<file path="src/rtl/fu_complete_arbiter.sv">
// Completion arbiter: grants up to CDB_WIDTH FU results per cycle with rotating priority.
// Latency: request in cycle t, registered CDB broadcast visible in cycle t+2.
// Backpressure: losers and all requesters under cdb_stall see fu_complete_stall in t+1.
package fu_complete_pkg;
  typedef struct packed {
    logic        valid;
    logic        halt;
    logic [5:0]  dest_pr;
    logic [31:0] dest_value;
    logic [4:0]  rob_entry;
  } fu_complete_packet_t;

  localparam int PKT_W = $bits(fu_complete_packet_t);
endpackage

module fu_complete_arbiter
  import fu_complete_pkg::*;
#(
  parameter  int NUM_FU    = 4,
  parameter  int CDB_WIDTH = 2,
  localparam int PTR_W     = (NUM_FU > 1) ? $clog2(NUM_FU) : 1
) (
  input  logic                        clock,
  input  logic                        reset,
  input  logic [NUM_FU-1:0]           fu_want_to_complete,
  input  logic [NUM_FU*PKT_W-1:0]     fu_packets,
  input  logic                        cdb_stall,
  output logic [NUM_FU-1:0]           fu_complete_stall,
  output logic [CDB_WIDTH*PKT_W-1:0]  cdb_packets,
  output logic [PTR_W-1:0]            rr_ptr
);

  function automatic logic [PTR_W-1:0] wrap(input logic [PTR_W-1:0] base, input int k);
    int s;
    s = int'(base) + k;
    if (s >= NUM_FU) s = s - NUM_FU;
    return PTR_W'(s);
  endfunction

  fu_complete_packet_t [NUM_FU-1:0]    pkt;
  fu_complete_packet_t [CDB_WIDTH-1:0] cdb_next;
  fu_complete_packet_t [CDB_WIDTH-1:0] cdb_q;

  logic [NUM_FU-1:0] grant_next;
  logic [NUM_FU-1:0] grant;
  logic [NUM_FU-1:0] req;
  logic [PTR_W-1:0]  arb_ptr;
  logic [PTR_W-1:0]  last_idx;
  logic [PTR_W-1:0]  aidx;
  logic [PTR_W-1:0]  cidx;
  int                n_grant;
  int                slot;

  assign pkt         = fu_packets;
  assign cdb_packets = cdb_q;

  // Stall is purely register-derived: no combinational path from FU inputs.
  assign fu_complete_stall = req & ~grant;

  always_comb begin
    grant_next = '0;
    last_idx   = rr_ptr;
    aidx       = '0;
    n_grant    = 0;
    for (int k = 0; k < NUM_FU; k++) begin
      aidx = wrap(rr_ptr, k);
      if (fu_want_to_complete[aidx] && n_grant < CDB_WIDTH) begin
        grant_next[aidx] = 1'b1;
        last_idx         = aidx;
        n_grant          = n_grant + 1;
      end
    end
    if (cdb_stall) grant_next = '0;
  end

  // Compact granted packets into slots using the priority order that produced the grant;
  // a granted FU with an invalid packet still consumes its slot so later slots keep their place.
  always_comb begin
    cdb_next = '0;
    cidx     = '0;
    slot     = 0;
    for (int k = 0; k < NUM_FU; k++) begin
      cidx = wrap(arb_ptr, k);
      if (grant[cidx]) begin
        for (int j = 0; j < CDB_WIDTH; j++) begin
          if (j == slot && pkt[cidx].valid) cdb_next[j] = pkt[cidx];
        end
        slot = slot + 1;
      end
    end
  end

  always_ff @(posedge clock or negedge reset) begin
    if (!reset) begin
      grant   <= '0;
      req     <= '0;
      rr_ptr  <= '0;
      arb_ptr <= '0;
      cdb_q   <= '0;
    end else begin
      grant   <= grant_next;
      req     <= fu_want_to_complete;
      arb_ptr <= rr_ptr;
      cdb_q   <= cdb_next;
      if (|grant_next) rr_ptr <= wrap(last_idx, 1);
    end
  end

endmodule
</file>
<file path="config.mk">
export PLATFORM = sky130hd
export DESIGN_NAME = fu_complete_arbiter
export DESIGN_NICKNAME = d
export VERILOG_FILES = /design/src/rtl/fu_complete_arbiter.sv
export SDC_FILE = /design/constraint.sdc
export NUM_CORES = 1
export LEC_CHECK = 0
export BUFFER_PORTS_ARGS = -buffer_cell sky130_fd_sc_hd__buf_4
export CORE_MARGIN = 2
export CORE_UTILIZATION = 48
export CTS_CLUSTER_DIAMETER = 150
export DETAILED_ROUTE_END_ITERATION = 10
export GPL_TIMING_DRIVEN = 0
export PLACE_DENSITY_LB_ADDON = 0.05
export SLEW_MARGIN = 25
export SYNTH_ARGS = -nofsm -noshare
export SYNTH_HDL_FRONTEND = slang
export SYNTH_SLANG_ARGS = --single-unit
</file>
<file path="constraint.sdc">
create_clock -name clock -period 3.5 [get_ports clock]
set_clock_uncertainty 0.15 [all_clocks]
set_input_delay 0 -clock clock [delete_from_list [all_inputs] [get_ports clock]]
set_output_delay 0 -clock clock [all_outputs]
set_load 0.005 [all_outputs]
</file>
==> impl_metrics.yaml <==
synthesis:
  yosysUniqueCellTypes: 43
  synth_nets: 1061
  yosys.area.top_type_share_pct: 26.9
  yosys_warnings: 0
  synth_area_leaders: "dfrtp_1 (27%), mux4_2 (23%), mux2i_1 (14%)"
  synth-edff-count: 0
  synth_area_per_cell_um2: 11.0
  async_reset_ff_share_pct: 100
  ys_seq_area_share_pct: 26.9
  yosysTopAreaCell: "dfrtp_1"
  dominantRegCellSynth: "dfrtp_1"
  syn_inst: 862
  synthesis.area_um2: 9490
  ys_ff_latch: 102
layout:
  drive_above_1_share_pct: 43.1
  final_util_pct: 63.5
  syn_to_final_growth_pct: 30.3
  final_nets: 1360
  n_fill_cell: 1648
  fin_cells: 1431
  antennaDiodeCount: 0
clock_network:
  clkSlewWorstSetupHoldPaths_ns: 0.08
  cts_root_buf: "clkbuf_16"
  cts_max_level: 3
  clock_latency_ns: 0.36
  cts.path.max_buffers: 2
  cts_tree: "done"
  numCtsBuffers: 9
  clock-sinks: 102
place:
  dp_hpwl_um: 24500
  dp_cells: 1409
  numPortBuffers: 282
  pre_cts_slack_ns: -0.258
  place_congestion: 0.917
die:
  dieArea_um2: 20900
  die_x_um: 145
  core_region_area_um2: 19500
  die_h_um: 145
  initial_core_util_pct: 48.8
  rows: 51
  io_pins: 283
timing:
  min_period_over_period_pct: 95.8
  slew_viol_final: 0
  fmax_mhz: 298
  fin_crit_ns: 3.35
  final-hold-violation-count: 0
  final-setup-viol-count: 0
  worst_slew_pin_slew_ns: 0.908
  rsz0062_at_grt: "no"
  whs_ns: 0.0410
  setup_ws_ns: 0.147
  relSlewSlack_pct: 39.4
run_status:
  status: "finished, final reports clean"
run:
  drv_cap: 0
global_routing:
  grt_max_degree: 103
  grt_pass1_wl_um: 51500
  grt_pass1_vias: 9297
  grt_antenna_before_repair: 1
  overflow: 0
  grt_usage_pct: 32.5
min_path:
  hold_class: "primary input to flip-flop"
drt:
  firstDrtPassIters: 6
  ant_nets: 0
  viasPerCell: 6.50
  wirelength_um: 34100
  drc: 0
  routedWlPerCell_um: 23.8
  drtIter0Drc: 696
  vias: 9300
setup_path:
  crit_arrival_ns: 3.44
  cp-start-kind: "flip-flop"
  end_kind: "flip-flop"
  reg2reg_slack_ns: 0.15
  crit_type: "flip-flop to flip-flop"
  crit_fanout: 10
  critPathRequiredTime_ns: 3.59
power_and_ir_drop:
  p_leak_nw: 5.69
  power_density_nw_per_um2: 871
  max-vdd-ir-drop_mv: 0.667
  fin_total_pwr_w: 0.0108
-- synth_stat cells (12+ instances only) --
library cell,number
ha_1,12
dfrtp_1,102
mux2i_1,134
a21oi_1,94
a22oi_1,44
mux2_2,48
nand2_1,53
o21a_1,46
a221oi_1,44
clkbuf_1,38
mux4_2,98
buf_2,40
nor2_1,44
-- state kept, by name (all words and copies together), names as in the netlist --
name         cells
cdb_packets     90
grant            4
req              4
arb_ptr          2
rr_ptr           2
-- repair_timing --
item,4_1_cts,5_1_grt
resized for setup,2,7
endpoints found under the setup margin,6,6
hold buffers,6,0
endpoints found under the hold margin,111,0
buffers inserted,1,0
-- cell families (layout without fill, tap and decap cells) --
kind of cell	after synthesis	count (layout)	share of synthesized area, %
mux	280	280	43.1
xor+xnor	2	2	0.185
compound gates	248	248	17.9
simple gates	120	120	5.67
fa+ha+maj	12	12	1.58
buf+inv	98	402	4.68
flops	102	102	26.9
-- area by class of cell --
| cell class | instances | area, um2 | share of cell area, % |
|---|---|---|---|
| multi-input cells | 662 | 6510 | 52.6 |
| flip-flops and latches | 102 | 2550 | 20.7 |
| repair buffers | 289 | 2190 | 17.7 |
| plain buffers | 87 | 405 | 3.28 |
| well taps | 265 | 332 | 2.68 |
| clock buffers | 11 | 253 | 2.04 |
| clock inverters | 5 | 81.3 | 0.658 |
| inverters | 10 | 37.5 | 0.304 |
-- stage by stage --
stage	cell area [um2]	TNS (ns)
global placement	11900	-0.868
global route	12400	0
detailed placement	11900	-1.14
CTS	12300	0
floorplan	9490	0
finish	12400	0
-- critical path, cell delays in order (launching register included) --
cell	delay, ns
dfrtp_1	0.42
buf_4	0.22
mux4_2	0.57
inv_1	0.08
ha_1	0.26
xor2_1	0.20
nor4_4	0.50
clkbuf_1	0.52
nand2_1	0.14
o21a_1	0.16
-- worst paths after layout --
| check | to | cells after the start | start |
|---|---|---|---|
| min in group asynchronous | cdb_packets[34]$_DFF_PN0_ | 2 | reset |
| min reg2reg | arb_ptr[0]$_DFF_PN0_ | 0 | rr_ptr[0]$_DFFE_PN0P_ |
| max in group asynchronous | rr_ptr[1]$_DFFE_PN0P_ | 2 | reset |
| min | cdb_packets[77]$_DFF_PN0_ | 4 | fu_packets[167] |
| max | cdb_packets[34]$_DFF_PN0_ | 9 | arb_ptr[1]$_DFF_PN0_ |
| max reg2reg | cdb_packets[34]$_DFF_PN0_ | 9 | arb_ptr[1]$_DFF_PN0_ |
-- where the power goes --
| group | leakage [nW] | total, W | switching [W] | internal (W) |
|---|---|---|---|---|
| logic | 4.17 | 0.00776 | 0.00404 | 0.00372 |
| clock network | 0.162 | 0.00117 | 0.000499 | 0.000668 |
| registers | 1.36 | 0.00184 | 0.000214 | 0.00163 |
-- routing by layer --
layer | routed length, um | vias to the layer above | global-route usage, % | share of wire (%)
met2 | 16200 | 605 | 51.7 | 48
met4 | 1040 | 2 | 12.8 | 3.0
li1 | - | 4023 | - | -
met1 | 13500 | 4585 | 44.2 | 39
met3 | 3340 | 85 | 6.23 | 9.8
met5 | 13 | - | 0 | 0.038
-- placed cells by master (no fill, tap or decap), types with 11 or more instances in the layout --
cell and count:
buf_4 288, mux2i_1 134, dfrtp_1 100, mux4_2 98
a21oi_1 93, nand2_1 53, mux2_2 48, o21a_1 45
a221oi_1 44, a22oi_1 44, nor2_1 44, buf_2 39
clkbuf_1 37, ha_1 11
Note: power is estimated with default switching activity, not from simulation.
